--- src/rtl/zorro_ram_autoconfig_multi.sv ---
`default_nettype none
// +----------------------------------------------------------------------------+
// | Module  : zorro_ram_autoconfig_multi                                       |
// | Brief   : Zorro II autoconfig + RAM decode for a chain of RAM boards,      |
// |           with registered DTACK generation.                                |
// | Revision: 1.0                                                              |
// +----------------------------------------------------------------------------+
module zorro_ram_autoconfig_multi #(
  parameter int          NUM_BOARDS = 2,
  parameter logic [2:0]  SIZE_CODE  = 3'b110,
  parameter logic [7:0]  PRODUCT    = 8'hEF,
  parameter logic [15:0] MFG        = 16'h4001,
  parameter logic [3:0]  ER_FLAGS   = 4'hC,
  parameter int          DTACK_WAIT = 0
) (
  input  logic                  CLK,
  input  logic                  _RST,
  input  logic [7:0]            AH,
  input  logic [5:0]            AL,
  input  logic [3:0]            D_i,
  input  logic                  _AS,
  input  logic                  _UDS,
  input  logic                  RW,
  input  logic                  _configin,
  output logic                  _configout,
  output logic [3:0]            D_o,
  output logic                  config_oe,
  output logic                  DTACK,
  output logic [NUM_BOARDS-1:0] ramce
);

  localparam int             CW     = $clog2(NUM_BOARDS + 1);
  localparam logic [CW-1:0]  c_NB   = CW'(NUM_BOARDS);
  localparam logic [2:0]     c_WAIT = 3'(DTACK_WAIT);
  // Address bits A23..A16 that take part in the RAM compare for each board size
  localparam logic [7:0]     c_MASK = (SIZE_CODE == 3'b100) ? 8'hF8 :
                                      (SIZE_CODE == 3'b101) ? 8'hF0 :
                                      (SIZE_CODE == 3'b110) ? 8'hE0 : 8'hC0;

  typedef enum logic [1:0] {
    S_IDLE = 2'd0,
    S_WAIT = 2'd1,
    S_ACK  = 2'd2
  } dt_state_t;

  logic                  r_as_s1, r_as_s2;
  logic                  r_uds_s1, r_uds_s2, r_uds_s3;
  logic [CW-1:0]         r_cur;
  logic [NUM_BOARDS-1:0] r_conf;
  logic [7:0]            r_base [NUM_BOARDS];
  dt_state_t             r_dt_state;
  logic [2:0]            r_cnt;

  logic                  w_ac_acc;
  logic                  w_ws;
  logic                  w_chain;
  logic [7:0]            w_prod;

  always_ff @(posedge CLK or negedge _RST) begin
    if (!_RST) begin
      r_as_s1  <= 1'b1;
      r_as_s2  <= 1'b1;
      r_uds_s1 <= 1'b1;
      r_uds_s2 <= 1'b1;
      r_uds_s3 <= 1'b1;
    end else begin
      r_as_s1  <= _AS;
      r_as_s2  <= r_as_s1;
      r_uds_s1 <= _UDS;
      r_uds_s2 <= r_uds_s1;
      r_uds_s3 <= r_uds_s2;
    end
  end

  assign w_ac_acc   = (AH == 8'hE8) && (r_cur < c_NB) && !_configin && !_AS;
  assign w_ws       = r_uds_s3 && !r_uds_s2 && !RW;
  assign config_oe  = w_ac_acc && RW && _RST;
  assign _configout = !(r_cur == c_NB);

  // A shut-up board is simply one that cur has passed without being configured
  always_ff @(posedge CLK or negedge _RST) begin
    if (!_RST) begin
      r_cur  <= '0;
      r_conf <= '0;
      for (int i = 0; i < NUM_BOARDS; i++) r_base[i] <= 8'h00;
    end else if (w_ws && w_ac_acc) begin
      for (int i = 0; i < NUM_BOARDS; i++) begin
        if (r_cur == CW'(i)) begin
          case (AL)
            6'h24: begin
              r_base[i][7:4] <= D_i;
              r_conf[i]      <= 1'b1;
            end
            6'h25:   r_base[i][3:0] <= D_i;
            default: ;
          endcase
        end
      end
      if (AL == 6'h24 || AL == 6'h26) r_cur <= r_cur + CW'(1);
    end
  end

  assign w_prod  = PRODUCT + 8'(r_cur);
  assign w_chain = (r_cur != c_NB - CW'(1));

  always_comb begin
    D_o = 4'hF;
    case (AL)
      6'h00: D_o = 4'hE;
      6'h01: D_o = {w_chain, SIZE_CODE};
      6'h02: D_o = ~w_prod[7:4];
      6'h03: D_o = ~w_prod[3:0];
      6'h04: D_o = ~ER_FLAGS;
      6'h08: D_o = ~MFG[15:12];
      6'h09: D_o = ~MFG[11:8];
      6'h0A: D_o = ~MFG[7:4];
      6'h0B: D_o = ~MFG[3:0];
      6'h20: D_o = 4'h0;
      6'h21: D_o = 4'h0;
      default: D_o = 4'hF;
    endcase
  end

  for (genvar gi = 0; gi < NUM_BOARDS; gi++) begin : g_ramce
    assign ramce[gi] = r_conf[gi] && (((AH ^ r_base[gi]) & c_MASK) == 8'h00);
  end

  always_ff @(posedge CLK or negedge _RST) begin
    if (!_RST) begin
      r_dt_state <= S_IDLE;
      r_cnt      <= 3'd0;
      DTACK      <= 1'b0;
    end else begin
      case (r_dt_state)
        S_IDLE: begin
          if (!r_as_s2 && (w_ac_acc || (|ramce))) begin
            r_dt_state <= S_WAIT;
            r_cnt      <= c_WAIT;
          end
        end
        S_WAIT: begin
          if (r_as_s2) begin
            r_dt_state <= S_IDLE;
          end else if (r_cnt == 3'd0) begin
            r_dt_state <= S_ACK;
            DTACK      <= 1'b1;
          end else begin
            r_cnt <= r_cnt - 3'd1;
          end
        end
        S_ACK: begin
          if (r_as_s2) begin
            r_dt_state <= S_IDLE;
            DTACK      <= 1'b0;
          end
        end
        default: begin
          r_dt_state <= S_IDLE;
          DTACK      <= 1'b0;
        end
      endcase
    end
  end

endmodule
`default_nettype wire

--- config.mk ---
export PLATFORM = sky130hd
export DESIGN_NAME = zorro_ram_autoconfig_multi
export DESIGN_NICKNAME = d
export VERILOG_FILES = /design/src/rtl/zorro_ram_autoconfig_multi.sv
export SDC_FILE = /design/constraint.sdc
export NUM_CORES = 1
export LEC_CHECK = 0
export BUFFER_PORTS_ARGS = -buffer_cell sky130_fd_sc_hd__buf_2
export CAP_MARGIN = 20
export CORE_UTILIZATION = 45
export DETAILED_ROUTE_END_ITERATION = 8
export PLACE_DENSITY = 0.82
export SETUP_SLACK_MARGIN = 0.1
export SYNTH_ARGS = -nofsm -noshare
export SYNTH_HDL_FRONTEND = slang
export SYNTH_SLANG_ARGS = --single-unit
--- constraint.sdc ---
create_clock -name CLK -period 2.25 [get_ports CLK]
set_input_delay 0 -clock CLK [delete_from_list [all_inputs] [get_ports CLK]]
set_output_delay 0 -clock CLK [all_outputs]
set_load 0.03 [all_outputs]
* After elaboration in Yosys (flattened, before gate mapping) *
Index checks and enable logic that the tools add are counted.

word-level totals
  bits in writable memories = 0
  latch bits = 0
  logic and storage cells = 98
  memory bits (read-only) = 0
  register bits after elaboration = 31
  input bits = 24
  output and inout bits = 9
  memories = 0

cells by class
  bitwise gates (word level) = 5
  add/subtract/negate cells = 3
  reduce and logical (&&, ||, !) cells = 37
  shift operators = 0
  muxes and demuxes = 14
  $lt $le $gt $ge = 1
  div/mod/pow operators = 0
  multiply operators = 0
  equal/unequal tests = 23

operators by type and width
  kind                   number
  $eq A6 B6 Y1 const B   5
  $pmux W4 S7            1
  $logic_not A8 Y1       2
  $xor A8 B8 Y8          2
  $reduce_and A3 Y1      5
  $eq A6 B2 Y1 const B   2
  $eq A6 B4 Y1 const B   2
  $logic_and A1 B1 Y1    11
  $ne A2 B2 Y1 const B   5
  $mux W3                3
  $eq A8 B8 Y1 const B   1
  $mux W2                4
  $not A4 Y4             2
  $reduce_and A4 Y1      2
  $add A6 B3 Y7 const A  1
  $eq A6 B1 Y1 const B   1
  $eq A6 B3 Y1 const B   1
  $logic_not A1 Y1       6
  $logic_not A6 Y1       1
  $pmux W2 S3            1
  $pmux W3 S2            1
  $reduce_or A2 Y1       3
  $eq A2 B1 Y1 const B   2
  $eq A2 B2 Y1 const B   2
  13 further kinds       17

* Depth between registers and ports, before layout *
  word-level depth = 8
  depth in mapped cells = 6
  gate-level depth less buffers = 6

* Worst setup path before layout *
OpenSTA, ideal clock, no wires.

  path type = register -> output
  start point = register r_cur[0]
  end point = output D_o[1]
  slack = 0.738 ns
  stages on the path, launching flop included = 6
  data arrival time = 1.512 ns
  path through = dfrtp_1 > inv_1 > ha_1 > a21oi_1 > mux2i_1 > or4_1

between the ends
  longest elaborated chain between the ends = 3
  elaborated cells on any way between the ends = 4
  those cells by class = 1 x add/sub; 1 x mux; 2 x bitwise

RTL lines
  element                               line      RTL
  start, declared                       48        logic [CW-1:0] r_cur;
  start signal, assigned                99        if (AL == 6'h24 || AL == 6'h26) r_cur <= r_cur + CW'(1);
  $add A6 B3 Y7 *                       103       assign w_prod = PRODUCT + 8'(r_cur);
  $not A4 Y4, on equally long branches  112, 111
  $pmux W4 S7 *                         108       case (AL)
  end, declared                         26        output logic [3:0] D_o,

Mark *: on every way between the ends. The rest lies on a longest branch, timed or not.

* Worst setup path in the final report *
  start point = register r_cur[0]
  end point = output D_o[3]

between the ends
  longest elaborated chain between the ends = 3
  elaborated cells on any way between the ends = 5
  those cells by class = 1 x add/sub; 1 x eq/ne; 1 x mux; 2 x bitwise

RTL lines
  element                               line
  $add A6 B3 Y7                         103
  $not A4 Y4, on equally long branches  112, 111
  $pmux W4 S7 *                         108

Marked as above.

==> qor.csv <==
metric;value;unit
antenna-violating nets left;0;
syn avg cell area;10.5;sq um
outcome;completed;
DP HPWL;1920;microns
Leakage;0.000735;uW
Unique masters post-synth;41;
commonest non-fill, non-tap cells in the layout;31 x buf_2, 16 x dfrtp_1, 10 x nor2_1, 9 x inv_1, 7 x xnor2_1;
Crit path arrival time;2020;ps
Multi-input gate area;688;sq um
Max Slew Vio Count;0;
worst hold path depth;3;
total congestion overflow;0;
Top-Level Pins;33;
CP endpoint kind;output port;
max-cap violations;0;
power density over the cells;433;nW/um^2
# port buffers;31;
Layout Area Growth over Synthesis;20.9;%
Yosys reg bits;21;
Root Buffer;clkbuf_4;
Worst-Skew Late Latency;310;ps
Sequential Area;532;sq um
CTS Buffer Depth;2;
setup bufs post-CTS;0;
required time of the critical path;2250;ps
CTS tree;done;
Cell Rows;18;
Inserted Clock Buffers;3;
die area;3030;sq um
worst-path fanout max;4;
relative slew slack;68.9;%
chip width;55.1;microns
vias in the first global route;978;
Via density;5.49;
Worst Skew;6.62;ps
Clock Sink Count;21;
H-tree levels;1;
Starting Density;49.4;%
Seq/Total Area, Yosys;42.0;%
number of flops mapped to enable cells by yosys;0;
fin crit period;2020;ps
reg2reg path depth;4;
fill cell count;231;
first-pass GRT wire length;4060;microns
largest net degree at the start of global routing;23;
Worst Hold Class;in2reg;
Synthesized Nets;151;
final net count;189;
Core ar.;2570;sq um
initial drt markers;21;
most common cell after layout, fill and taps aside;buf_2;
DR DRC count;0;
final worst path period share;89.6;%
final hold violations;0;
gpl congestion;0.785;
Synth Instances;121;
die height;55.1;microns
post-synthesis cell area;1270;sq um
antenna diode count;0;
Final Hold Slack;115;ps
Max Clk Rate;0.496;GHz
share of cells above drive strength 1;32.9;%
final WL;2630;microns
worst vdd ir;0.387;mV
drt pass-1 iters;4;
Setup CP Type;reg2out;
crit path launch type;flop;
Total GRT Usage;19.6;%
Vias;1033;
Synth Flop Type;dfrtp_1;
Slew @ Worst Pin;466;ps
Worst-path clk slew;100;ps
Avg WL per Cell;14.0;microns
Synth async-reset ratio;100;%
Final Setup Violations;0;
Synthesis Warnings;0;
Fin Setup TNS;0;ps
antenna violations before repair;0;
RSZ-0062 raised after global routing;false;
Yosys cell counts (all sizes together) (2+ instances only):
library cell,n,area (sq um)
ha,6,75.1
mux2i,2,20.0
dfrtp,16,400
buf,3,15.0
nand3,5,25.0
o211ai,2,15.0
dfstp,5,131
or2,3,18.8
a21oi,2,10.0
nand4,3,25.0
inv,9,33.8
a21o,3,22.5
and4bb,2,25.0
o21ai,2,10.0
a21boi,2,15.0
nor2,12,50.1
nand2,6,22.5
xnor2,7,61.3
nor3b,2,25.0
nor4,4,40.0
mux2,8,90.1
nor4b,2,17.5
area by class of cell:
| class | count | area share (%) |
|---|---|---|
| clock buffer | 4 | 1.71 |
| inverter | 9 | 2.20 |
| multi-input combinational | 87 | 44.9 |
| sequential | 21 | 34.7 |
| tap | 30 | 2.45 |
| timing repair buffer | 37 | 14.0 |
power by group:
part / leakage [uW] / internal [uW] / switching [uW]
combinational: 0.000470 / 41.6 / 55.7
clock: 0.0000150 / 69.2 / 110
sequential: 0.000250 / 386 / 2.56
total: 0.000735 / 497 / 168
metal layers:
layer | up-vias | GRT usage [%] | part of all wire (%)
met2 | 33 | 35.7 | 53
met5 | - | 0 | 0
met3 | 4 | 6.56 | 5.3
li1 | 504 | - | -
met4 | 0 | 5.00 | 0.61
met1 | 492 | 21.7 | 41
critical path, stage by stage, from the launching register on:
cell and delay [ps]:
dfrtp_1 390, inv_1 100, ha_1 220, inv_1 50, o21ai_0 110, a2111oi_2 480
a21o_1 170, buf_2 190
state kept, by name (all words and copies together) (netlist names), 2 cells and up:
name        flops
r_base          6
r_cnt           3
r_conf          2
r_cur           2
r_dt_state      2
stage by stage:
stage	setup slack, ps	utilization [%]	total power (uW)	std cells	instance area (sq um)
2_1_floorplan	738	-	441	121	1270
3_3_place_gp	669	56.1	479	178	1440
3_5_place_dp	564	56.1	482	178	1440
4_1_cts	212	59.5	673	188	1530
5_1_grt	103	59.7	700	188	1530
6_report	234	59.7	664	188	1530
path summary, 6_finish.rpt:
check                      slack, ps            startpoint               endpoint
min reg2reg                      360    r_uds_s1$_DFF_PN1_     r_uds_s2$_DFF_PN1_
min in group asynchronous        180                  _RST      DTACK$_DFFE_PN0P_
max reg2reg                      640  r_cur[1]$_DFFE_PN0P_  r_base[5]$_DFFE_PN0P_
min                              110                 AL[0]   r_cur[0]$_DFFE_PN0P_
max in group asynchronous       1720                  _RST     r_uds_s1$_DFF_PN1_
max                              230  r_cur[0]$_DFFE_PN0P_                 D_o[3]
logic make-up after synthesis:
kind of cell	Yosys count	synth area share, %
xor+xnor	7	4.84
simple gates	47	24.5
mux	10	8.69
compound gates	17	9.97
buf+inv	13	4.15
flops	21	42.0
fa+ha+maj	6	5.92
what timing repair did:
| item | in CTS | in global routing |
|---|---|---|
| hold endpoints to repair | 29 | 0 |
| hold buffers | 6 | 0 |
| setup endpoints to repair | 0 | 2 |
| gates resized for setup | 0 | 1 |
No activity file was read; power rests on OpenSTA's default activity.
